`src/rtl/ntt_job_scheduler_pkg.sv`:
```
// ntt_job_scheduler_pkg: shared FSM encoding and width constants for the NTT job scheduler
package ntt_job_scheduler_pkg;
  typedef enum logic [2:0] {IDLE, LAUNCH, WAIT_BUSY, RUN, RESPOND} state_t;
  localparam int DEFAULT_MAX_MOD_IDX = 59;
  localparam int CYCLES_W = 20;
  localparam int MOD_W = 6;
  localparam int TAG_W = 4;
endpackage

```
`src/rtl/ntt_job_fifo.sv`:
```
// ntt_job_fifo: job queue (FIFO) with full/empty flags
// Ports: clk, reset (sync, active-high), push/din write side, pop/dout read side (dout shows the head), full, empty.
module ntt_job_fifo #(
  parameter int DEPTH = 4,
  parameter int WIDTH = 10
) (
  input  logic             clk,
  input  logic             reset,
  input  logic             push,
  input  logic             pop,
  input  logic [WIDTH-1:0] din,
  output logic [WIDTH-1:0] dout,
  output logic             full,
  output logic             empty
);
  localparam int AW = $clog2(DEPTH);
  logic [WIDTH-1:0] mem [DEPTH];
  logic [AW-1:0] wr, rd;
  logic [AW:0] count;
  logic do_push, do_pop;
  assign do_push = push && !full;
  assign do_pop = pop && !empty;
  assign full = count == (AW+1)'(DEPTH);
  assign empty = count == '0;
  assign dout = mem[rd];
  always_ff @(posedge clk)
    if (do_push) mem[wr] <= din;
  always_ff @(posedge clk)
    if (reset) begin
      wr <= '0;
      rd <= '0;
      count <= '0;
    end else begin
      if (do_push) wr <= wr + 1'b1;
      if (do_pop) rd <= rd + 1'b1;
      count <= count + (AW+1)'(do_push) - (AW+1)'(do_pop);
    end
endmodule

```
`src/rtl/ntt_job_scheduler.sv`:
```
// ntt_job_scheduler: queues NTT jobs and dispatches them one at a time to the NTT controller
// Ports: req_* job request in, ctrl_* controller start/index/idle, rsp_* completion out, busy status.
module ntt_job_scheduler import ntt_job_scheduler_pkg::*; #(
  parameter int FIFO_DEPTH = 4,
  parameter int MAX_MOD_IDX = DEFAULT_MAX_MOD_IDX,
  parameter int START_TIMEOUT = 4
) (
  input  logic                clk,
  input  logic                reset,
  input  logic                req_valid,
  output logic                req_ready,
  input  logic [MOD_W-1:0]    req_mod_idx,
  input  logic [TAG_W-1:0]    req_tag,
  output logic                ctrl_start,
  output logic [MOD_W-1:0]    ctrl_mod_idx,
  input  logic                ctrl_done,
  output logic                rsp_valid,
  input  logic                rsp_ready,
  output logic [TAG_W-1:0]    rsp_tag,
  output logic                rsp_err,
  output logic [CYCLES_W-1:0] rsp_cycles,
  output logic                busy
);
  localparam logic [MOD_W-1:0] MAX_IDX = MOD_W'(MAX_MOD_IDX);
  localparam logic [CYCLES_W-1:0] TIMEOUT_CNT = CYCLES_W'(START_TIMEOUT);
  state_t state;
  logic [TAG_W+MOD_W-1:0] head;
  logic [CYCLES_W-1:0] cnt;
  logic [TAG_W-1:0] tag;
  logic err, empty, full, dispatch;
  assign req_ready = !full;
  assign dispatch = state == IDLE && !empty && ctrl_done;
  assign busy = state != IDLE || !empty;
  assign rsp_tag = tag;
  assign rsp_err = err;
  assign rsp_cycles = cnt;
  ntt_job_fifo #(.DEPTH(FIFO_DEPTH), .WIDTH(TAG_W + MOD_W)) u_fifo (
    .clk(clk),
    .reset(reset),
    .push(req_valid && req_ready),
    .pop(dispatch),
    .din({req_tag, req_mod_idx}),
    .dout(head),
    .full(full),
    .empty(empty)
  );
  always_ff @(posedge clk)
    if (reset) begin
      state <= IDLE;
      cnt <= '0;
      tag <= '0;
      err <= 1'b0;
      ctrl_start <= 1'b0;
      ctrl_mod_idx <= '0;
      rsp_valid <= 1'b0;
    end else begin
      ctrl_start <= 1'b0;
      if ((state == LAUNCH || state == WAIT_BUSY || state == RUN) && cnt != '1) cnt <= cnt + 1'b1;
      case (state)
        IDLE:
          if (dispatch) begin
            tag <= head[TAG_W+MOD_W-1:MOD_W];
            cnt <= '0;
            if (head[MOD_W-1:0] > MAX_IDX) begin
              err <= 1'b1;
              rsp_valid <= 1'b1;
              state <= RESPOND;
            end else begin
              ctrl_mod_idx <= head[MOD_W-1:0];
              ctrl_start <= 1'b1;
              state <= LAUNCH;
            end
          end
        LAUNCH: state <= WAIT_BUSY;
        // cnt is 1 on the first WAIT_BUSY cycle, so cnt==START_TIMEOUT marks the last allowed one
        WAIT_BUSY:
          if (!ctrl_done) state <= RUN;
          else if (cnt == TIMEOUT_CNT) begin
            err <= 1'b1;
            rsp_valid <= 1'b1;
            state <= RESPOND;
          end
        RUN:
          if (ctrl_done) begin
            rsp_valid <= 1'b1;
            state <= RESPOND;
          end
        RESPOND:
          if (rsp_ready) begin
            rsp_valid <= 1'b0;
            err <= 1'b0;
            state <= IDLE;
          end
        default: state <= IDLE;
      endcase
    end
endmodule

```
`config.mk`:
```
export PLATFORM = sky130hd
export DESIGN_NAME = ntt_job_scheduler
export DESIGN_NICKNAME = d
export VERILOG_FILES = /design/src/rtl/ntt_job_scheduler_pkg.sv /design/src/rtl/ntt_job_fifo.sv /design/src/rtl/ntt_job_scheduler.sv
export SDC_FILE = /design/constraint.sdc
export NUM_CORES = 1
export LEC_CHECK = 0
export BUFFER_PORTS_ARGS = -buffer_cell sky130_fd_sc_hd__buf_2
export CAP_MARGIN = 20
export CORE_MARGIN = 1
export CORE_UTILIZATION = 57
export DETAILED_ROUTE_END_ITERATION = 16
export PLACE_DENSITY = 0.81
export SLEW_MARGIN = 20
export SYNTH_ARGS = -nofsm -noshare
export SYNTH_HDL_FRONTEND = slang
export SYNTH_HIERARCHICAL = 1
export SYNTH_SLANG_ARGS = --single-unit
export TNS_END_PERCENT = 50
```
`constraint.sdc`:
```
create_clock -name clk -period 2.78 [get_ports clk]
set_input_delay 0.139 -clock clk [delete_from_list [all_inputs] [get_ports clk]]
set_output_delay 0.139 -clock clk [all_outputs]
set_load 0.05 [all_outputs]
```
# Yosys cells after proc, flatten, opt, wreduce, memory -nomap -nowiden
# Memories as Yosys holds them, arrays and structs flattened. A register that Yosys moved wholly into a read port is not among the register bits.
# Index checks and enable logic that the tools add are counted.
[op_classes] shifts=0 magnitude_cmp=1 n_eq_ne=14 n_reduce_logical=22 div_mod_pow=0 n_bitwise=3 muxes=23 mul=0 n_addsub=5
[op_table] cell="20-bit 2-to-1 mux" count=3
[op_table] cell="20-bit by 1-bit adder with 20-bit output, second input constant" count=1
[op_table] cell="20-bit by 3-bit equality test with 1-bit output, second input constant" count=1
[op_table] cell="20-bit inequality test, second input constant" count=1
[op_table] cell="3-bit 2-to-1 mux" count=6
[op_table] cell="3-bit one-hot mux with 5 select lines" count=1
[op_table] cell="1-bit 2-to-1 mux" count=9
[op_table] cell="7-bit AND reduction" count=1
[op_table] cell="3-bit by 2-bit equality test with 1-bit output, second input constant" count=2
[op_table] cell="3-bit equality test, second input constant" count=2
[op_table] cell="6-bit greater-than comparator, second input constant" count=1
[op_table] cell="1-bit logical AND" count=6
[op_table] cell="3-bit zero test" count=2
[op_table] cell="2-bit by 1-bit inequality test with 1-bit output, second input constant" count=3
[op_table] cell="2-bit inequality test, second input constant" count=3
[op_table] cell="6-bit AND reduction" count=1
[op_table] cell="3-bit nonzero test" count=2
[op_table] cell="2-bit by 1-bit adder with 2-bit output, second input constant" count=2
[op_table] cell="2-bit 2-to-1 mux" count=2
[op_table] cell="1-bit one-hot mux with 4 select lines" count=1
[op_table] cell="4-bit AND reduction" count=1
[op_table] cell="4-bit nonzero test" count=1
[op_table] cell="3-bit by 1-bit adder with 3-bit output" count=1
[op_table] cell="3-bit by 1-bit equality test with 1-bit output, second input constant" count=1
[op_table] cell="9 further kinds" count=14
[word_totals] ram_bits=40 mem_count=1 wordCells=79 rom_bits=0 regBits=43 in_bits=15 latch_bits=0
[mem_list] memory="u_fifo.mem" words=4 word_bits=10 read_ports=1 rd_clocked_by_memory_dff=1 wr=1 line_no="ntt_job_fifo.sv:17" source="logic [WIDTH-1:0] mem [DEPTH];"

# Depth between registers and ports, before layout
# Gate-level depths: netlist (run 1).
[depth] depth_word=7 mapped_depth=14 ltp_nobuf=14

# Hierarchy
# The synthesis (run 1) kept the hierarchy.
[by_module_without_submodules] module="ntt_job_fifo" instances=1 area_per_inst_um2=1920.6 seq_area_each_um2=1381.3 cells_per_inst=103
[by_module_without_submodules] module="ntt_job_scheduler" instances=1 area_per_inst_um2=1906.8 seq_area_each_um2=720.7 cells_per_inst=229

# Worst setup path after synthesis (run 1)
# No wires, ideal clock.
[synth_path] path_kind="register to register" startpoint="register u_fifo.count[1]" endpoint="register u_fifo.count[2]" stages_incl_launch_ff=15 path_buffers=0 slack_ns=0.277 synth_period_minus_slack_ns=2.503 required_time_ns=2.702 arrival_time_ns=2.426 path_cell_list="dfxtp_1 > nor3_2 > nor2b_1 > nand2_1 > inv_1 > o31ai_2 > inv_1 > ha_1 > inv_1 > ha_1 > inv_1 > fa_1 > xor2_1 > and2_2 > nor3_1"
[synth_between] elab_chain_len=6 word_cells_on_any_way=11
[synth_rtl] item="from (decl)" line_no="ntt_job_fifo.sv:19" source="logic [AW:0] count;"
[synth_rtl] item="from (signal assigned)" line_no="ntt_job_fifo.sv:36" source="count <= count + (AW+1)'(do_push) - (AW+1)'(do_pop);"
[synth_rtl] item="3-bit zero test" line_no="ntt_job_fifo.sv:24" source="assign empty = count == '0;"
[synth_rtl] item="named net empty" line_no="ntt_job_scheduler.sv:30" source="logic err, empty, full, dispatch;"
[synth_rtl] item="1-bit zero test" line_no="ntt_job_scheduler.sv:32" source="assign dispatch = state == IDLE && !empty && ctrl_done;"
[synth_rtl] item="1-bit logical AND (2 in series)" line_no="ntt_job_scheduler.sv:32"
[synth_rtl] item="named net dispatch" line_no="ntt_job_scheduler.sv:30"
[synth_rtl] item="1-bit logical AND" line_no="ntt_job_fifo.sv:22" source="assign do_pop = pop && !empty;"
[synth_rtl] item="named net u_fifo.do_pop" line_no="ntt_job_fifo.sv:20" source="logic do_push, do_pop;"
[synth_rtl] item="3-bit by 1-bit subtractor with 3-bit output" line_no="ntt_job_fifo.sv:36"
# The timed path passes the listed nets, and every way through them passes these cells.
# A chain may end at the register's enable or synchronous reset.

# Final worst setup path (run 1)
[layout_path] startpoint="register u_fifo.count[1]" endpoint="register u_fifo.count[2]"
[layout_between] elab_chain_len=6 word_cells_on_any_way=11
[layout_rtl] item="3-bit equality test (*)" line_no="ntt_job_fifo.sv:23" source="assign full = count == (AW+1)'(DEPTH);"
[layout_rtl] item="named net full" line_no="ntt_job_scheduler.sv:30"
[layout_rtl] item="1-bit zero test (*)" line_no="ntt_job_fifo.sv:21, ntt_job_scheduler.sv:31"
[layout_rtl] item="1-bit logical AND" line_no="ntt_job_scheduler.sv:40" source=".push(req_valid && req_ready),"
[layout_rtl] item="1-bit logical AND (*)" line_no="ntt_job_fifo.sv:21" source="assign do_push = push && !full;"
[layout_rtl] item="3-bit by 1-bit adder with 3-bit output (*)" line_no="ntt_job_fifo.sv:36"
[layout_rtl] item="3-bit by 1-bit subtractor with 3-bit output (*)" line_no="ntt_job_fifo.sv:36"
# Mark *: on every way through the listed nets, which the timed path passes. The rest lies on a longest branch.

==> results of run 1 <==
==> area by class of cell <==
type	instances	share of cell area
flip-flops and latches	85	0.471
repair buffers	70	0.0952
multi-input cells	217	0.355
clock inverters	7	0.0168
inverters	15	0.0126
clock buffers	9	0.0277
well taps	77	0.0216
==> routing by layer <==
layer	global-route usage	up-vias	routed length (um)
met5	0	-	0
met4	0.110	0	130
met3	0.0445	15	344
met2	0.405	98	4030
met1	0.287	1371	3330
li1	-	1363	-
==> repair_timing <==
item | CTS | global route
gates resized for setup | 0 | 0
hold buffers | 9 | 0
buffers inserted | 0 | 0
endpoints found under the hold margin | 36 | 0
==> through the flow <==
stage	utilization	worst slack, ns
after global placement	0.650	0.378
after global routing	0.696	0.0380
after CTS	0.696	0.244
after detailed placement	0.650	0.252
after floorplan	-	0.277
final	0.696	0.257
==> worst paths after layout <==
check	to	slack, ns	cells past startpoint
hold / removal	u_fifo/mem[3][3]	0.02	1
hold reg to reg	rsp_err	0.45	2
setup / recovery	u_fifo/count[2]	0.26	13
setup reg to reg	u_fifo/count[2]	0.26	13
==> cells in the mapped netlist (2+ instances only) <==
library cell,instances
dfxtp_1,45
edfxtp_1,40
nand2_1,33
mux2i_1,17
nand3_1,16
inv_1,14
nand2b_1,14
nor2_1,13
a21oi_1,12
mux4_2,10
nor3_1,9
a31oi_1,8
ha_1,8
nor4_1,8
and3_1,6
buf_4,6
o21ai_0,6
a211oi_1,4
and2_1,4
clkbuf_1,4
or3_1,4
or4_1,4
buf_2,3
nand4_2,3
nor2b_1,3
o31ai_1,3
a21boi_1,2
a31o_2,2
clkbuf_2,2
nand4_1,2
nor3_2,2
nor4b_1,2
o21ai_1,2
xor2_1,2
==> flip-flops by register name, summed over array words and instances, names as in the netlist, named ones only <==
register / count
u_fifo/wr: 2
rsp_valid: 1
state: 3
ctrl_mod_idx: 6
u_fifo/count: 3
rsp_cycles: 20
rsp_err: 1
u_fifo/rd: 2
rsp_tag: 4
ctrl_start: 1
u_fifo/mem: 40
==> worst max-delay path, cell delays in order, from the launching register on <==
cell     delay, ns
dfxtp_1       0.49
nor3b_2       0.13
nor2b_1       0.12
inv_1         0.07
nor2_2        0.20
inv_1         0.07
ha_1          0.29
inv_1         0.06
ha_1          0.14
inv_1         0.05
fa_1          0.37
xor2_1        0.16
and2_2        0.19
nor3_1        0.11
==> power by group through the flow <==
stage | Combinational [mW] | Clock, mW | Sequential [mW]
after floorplan | 0.810 | 0 | 1.84
after global placement | 1.29 | 0 | 1.66
after detailed placement | 1.33 | 0 | 1.67
after CTS | 1.35 | 0.865 | 1.65
after global routing | 1.47 | 0.924 | 1.67
final | 1.35 | 0.858 | 1.65
==> cells by family after synthesis <==
kind of cell	count (synthesis)	synth area share
DFF	85	0.549
muxes	27	0.103
adders and majority gates	9	0.0314
and+or+nand+nor	130	0.190
AOI/OAI and AO/OA	49	0.0847
xor gates and xnor gates	2	0.00458
buffers and inverters	30	0.0369
==> summary.md, run 1 <==
| Metric | Value |
|---|---|
| Status | `complete, but fails checks` |
| Violated checks | `design-rule violations` |
| F_max | `396 MHz` |
| CTS Buf Count | `9` |
| Proportion of layout cells with a drive suffix above 1 | `0.258` |
| Tot Pwr | `around 3.9 mW` |
| Vias in the first global route | `2,732` |
| Hold Path Class | `in -> reg` |
| 1st-iter DRT viols | `188` |
| Die Footprint | `around 7000 um2` |
| I/O pin count | `50` |
| Storage element area | `about 2100 um2` |
| Avg Cell Area, Syn | `11.5 um2` |
| Largest net degree at the start of global routing | `28` |
| Power Density | `about 860 nW/um2` |
| Synth area leader | `edfxtp_1` |
| Post-synthesis cell type count | `53` |
| Mapped Nets | `~360` |
| IO Port Bufs | `49` |
| Post-route ant nets | `0` |
| Predominant post-synthesis flop cell | `dfxtp_1` |
| Ys Warns | `6` |
| Number of fill cells | `about 500` |
| Area of the core | `around 6400 um2` |
| GR Overflow Total | `0` |
| Multi-input logic area | `approximately 1600 um2` |
| Clock Latency Late Sink | `roughly 0.36 ns` |
| Clock Power Share | `0.223` |
| Min-delay src | `req_mod_idx[3]` |
| Syn-to-layout area delta | `16.7%` |
| Worst VDD drop | `0.514 mV` |
| # DRC | `6` |
| Dpl cell area | `around 4200 um2` |
| Final Non-Filler Cells | `between 400 and 500` |
| Sw Ratio | `0.391` |
| Synth top area cells | `edfxtp_1 (31%), dfxtp_1 (24%), mux4_2 (5.9%)` |
| Gr usage total | `0.236` |
| Initial antenna violation count | `0` |
| Avg Vias per Cell | `5.93` |
| Final Max Tran Viols | `0` |
| Asr flop ratio synth | `0` |
| Worst r2r src | `u_fifo/count[1]` |
| H-tree depth | `3` |
| Top-area cell type share of the netlist area | `0.314` |
| Wire length per cell | `roughly 16 um` |
| Combinational power share | `0.350` |
| Setup TNS | `0 ns` |
| Gpl congestion | `0.833` |
| Flop pwr share | `0.428` |
| CP required | `roughly 3 ns` |
| Final min period | `approximately 2.5 ns` |
| Syn Inst Count | `about 330` |
| Final net count | `about 420` |
| Worst Tran Pin Value | `0.568 ns` |
| Post-synth EDFFs | `40` |
| Sequential area share after synthesis | `0.549` |
| Die height | `83.9 um` |
| Root Buffer | `clkbuf_8` |
| Clock Skew | `about 0.025 ns` |
| Crit path launch | `u_fifo/count[1]` |
| Clock sink count | `between 80 and 90` |
| DIE WIDTH | `between 80 and 90 um` |
| Worst slew margin | `0.622` |
| DR vias | `2,847` |
| Iteration count of the initial detailed-routing pass | `10` |
| Worst setup SP type | `register` |
| Crit path capture type | `register` |
| Most common cell after layout, fill and taps aside | `buf_2` |
| Most frequent cells in the layout | `buf_2 (49), dfxtp_1 (45), edfxtp_1 (40)` |
| TritonCTS clock tree | `built` |
| Final period utilization | `0.908` |
| First-pass GRT wire length | `around 13,000 um` |
| Hold WS | `0.0178 ns` |
| Final count of hold timing violations | `0` |
| RSZ-0062 raised after global routing | `no` |
| Lkg Pwr | `roughly 1.7 nW` |
| Worst endpoint data arrival time | `between 2 and 3 ns` |
| Diode count | `0` |
| Initial Utilization | `0.596` |
| Crit Path Max Fanout | `6` |
| Design area | `4470 um2` |
| Final-report setup violation count | `0` |
| Routed Wire Length | `~8000 um` |
| MaxCap Viol Count | `0` |
| Post-Place Cells | `455` |
| Dpl hpwl | `between 5000 and 6000 um` |
| Setup CP Type | `reg -> reg` |
| Number of synthesized register bits | `85` |
| Clk buf depth | `2` |
| # rows | `29` |
| Switching power | `roughly 1.5 mW` |
| Worst-path clk slew | `0.10 ns` |
| Mapped cell area | `approximately 3800 um2` |
| Int Power | `approximately 2.3 mW` |
No activity file was read; power rests on OpenSTA's default activity.
==> run 2, diff against run 1 <==
Settings changed: PLACE_DENSITY 0.81 to not set, PLACE_DENSITY_LB_ADDON set to 0.3.
==> run 2 against run 1 <==
- the flow still finishes with violations (design-rule violations)
- critical path type unchanged
- clock power rose by 2%
- setup slack worse by 0.0078 ns
- critical endpoint unchanged
- routed wire length is 2.2% lower
- maximum frequency fell by 0.31%
==> summary.md, run 2 (synthesis gave the netlist of run 1 again) <==
| Metric | Value |
|---|---|
| Ordered cell list for the critical path | `nor3b_2 -> nor2b_1 -> inv_1 -> nor2_2 -> inv_1 -> ha_1 -> inv_1 -> ha_1 -> inv_1 -> fa_1 -> xor2_1 -> and2_2 -> nor3_1` |
| Final period utilization | `0.910` |
| Proportion of layout cells with a drive suffix above 1 | `0.253` |
| Dpl hpwl | `about 5200 um` |
| GR Overflow Total | `0` |
| Die Footprint | `around 7000 um2` |
| Iteration count of the initial detailed-routing pass | `11` |
| Crit path capture type | `register` |
| Diode count | `0` |
| F_max | `approximately 400 MHz` |
| Avg Vias per Cell | `roughly 5.9` |
| Top reg by flops | `u_fifo/mem` |
| Syn-to-layout area delta | `16.4%` |
| Final WS setup | `approximately 0.25 ns` |
| Dpl cell area | `around 4100 um2` |
| # DRC | `6` |
| Clk buf depth | `2` |
| Worst setup SP type | `register` |
| IO Port Bufs | `just under 50` |
| Crit Path Max Fanout | `6` |
| Clock sink count | `85` |
| Worst Tran Pin Value | `0.762 ns` |
| Largest net degree at the start of global routing | `28` |
| Violated checks | `design-rule violations` |
| CP required | `approximately 3.1 ns` |
| Setup CP Type | `reg -> reg` |
| Pre-CTS WS | `0.202 ns` |
| Post-route ant nets | `0` |
| Area of the core | `approximately 6400 um2` |
| Crit-path leading delay family | `simple AND/OR/NAND/NOR gates` |
| Final min period | `roughly 2.5 ns` |
| H-tree depth | `3` |
| Most common cell after layout, fill and taps aside | `buf_2` |
| Gpl congestion | `0.835` |
| Design area | `roughly 4500 um2` |
| Most used cell along the critical path | `inv_1` |
| Final-report setup violation count | `0` |
| Hold Path Class | `in -> reg` |
| Power Density | `~860 nW/um2` |
| Root Buffer | `clkbuf_8` |
| Max reg flops | `40` |
| Final net count | `between 400 and 500` |
| Initial Utilization | `0.596` |
| Most frequent cells in the layout | `buf_2 (49), dfxtp_1 (44), edfxtp_1 (40)` |
| Wire length per cell | `about 16 um` |
| DIE WIDTH | `83.9 um` |
| MaxCap Viol Count | `0` |
| Crit-path max cell delay | `0.46 ns` |
| DR vias | `approximately 2,800` |
| Vias in the first global route | `about 2,600` |
| Worst endpoint data arrival time | `approximately 2.8 ns` |
| Post-CTS setup repair buffer count | `0` |
| TritonCTS clock tree | `built` |
| Die height | `83.9 um` |
| Clock Skew | `approximately 0.014 ns` |
| Worst path bufs/invs | `4` |
| I/O pin count | `50` |
| First-pass GRT wire length | `12,900 um` |
| CTS Buf Count | `9` |
| Gr usage total | `0.238` |
| Worst VDD drop | `slightly above 0.5 mV` |
| 1st-iter DRT viols | `150` |
| Slowest CP cell | `dfxtp_1` |
| # rows | `29` |
| Clock Latency Late Sink | `about 0.37 ns` |
| Number of fill cells | `roughly 470` |
| Hold WS | `~0.029 ns` |
| Final Max Tran Viols | `0` |
| Setup TNS | `0 ns` |
| Lkg Pwr | `between 1.5 and 2 nW` |
| Initial antenna violation count | `0` |
| Routed Wire Length | `7660 um` |
| RSZ-0062 raised after global routing | `no` |
| Status | `complete, but fails checks` |
| Worst-path clk slew | `roughly 0.10 ns` |
| Final count of hold timing violations | `0` |
| Worst slew margin | `0.492` |
## run 2: changes by cell type in the layout (fill, tap and decap cells not counted), sizes merged
cell	delta
dlygate4sd3	+1
buf	-4
## run 2: worst paths after layout
kind	from	endpoint	slack (ns)	cells after the start
worst min-delay path	ctrl_done	state[1]	0.03	2
worst max register to register	u_fifo/count[2]	u_fifo/count[2]	0.25	13
worst min register to register	rsp_valid	rsp_valid	0.45	2
worst max-delay path	u_fifo/count[2]	u_fifo/count[2]	0.25	13
## run 2: power breakdown
group	internal (mW)	leakage (nW)	switching, mW	total (mW)
sequential	1.51	0.732	0.144	1.65
clock	0.355	0.0985	0.519	0.874
combinational	0.472	0.873	0.854	1.33
total	2.33	1.70	1.52	3.85
## run 2: cell type report
type,instances,area (um2),share of cell area
Inverter,15,56.3,0.0126
Clock buffer,9,124,0.0278
Sequential cell,85,2100,0.472
Clock inverter,7,75.1,0.0169
Tap cell,77,96.3,0.0216
Timing Repair Buffer,67,405,0.0910
Multi-Input combinational cell,217,1590,0.358
## run 2: through the flow
stage               instances  total power, mW  utilization
global placement          451             2.93        0.646
floorplan                 332             2.65            -
CTS                       477             3.85        0.692
detailed placement        451             2.97        0.646
finish                    477             3.85        0.694
global route              477             4.05        0.694
## run 2: worst register-to-register path, cell delays in order (launching register included)
cell	delay (ns)
dfxtp_1	0.46
nor3b_2	0.35
nor2b_1	0.08
inv_1	0.10
nor2_2	0.08
inv_1	0.09
ha_1	0.23
inv_1	0.06
ha_1	0.12
inv_1	0.04
fa_1	0.37
xor2_1	0.16
and2_2	0.19
nor3_1	0.12
## run 2: routing by layer
layer,vias up,track usage,share of wire
met1,1363,0.334,0.48
met5,-,0,0
met4,0,0.100,0.017
met3,14,0.0406,0.044
li1,1364,-,-
met2,73,0.367,0.46
## run 2: repair_timing
| item | CTS | global route |
|---|---|---|
| hold buffers | 10 | 0 |
| setup endpoints to repair | 0 | 1 |
| resized for setup | 0 | 2 |
| endpoints found under the hold margin | 40 | 0 |
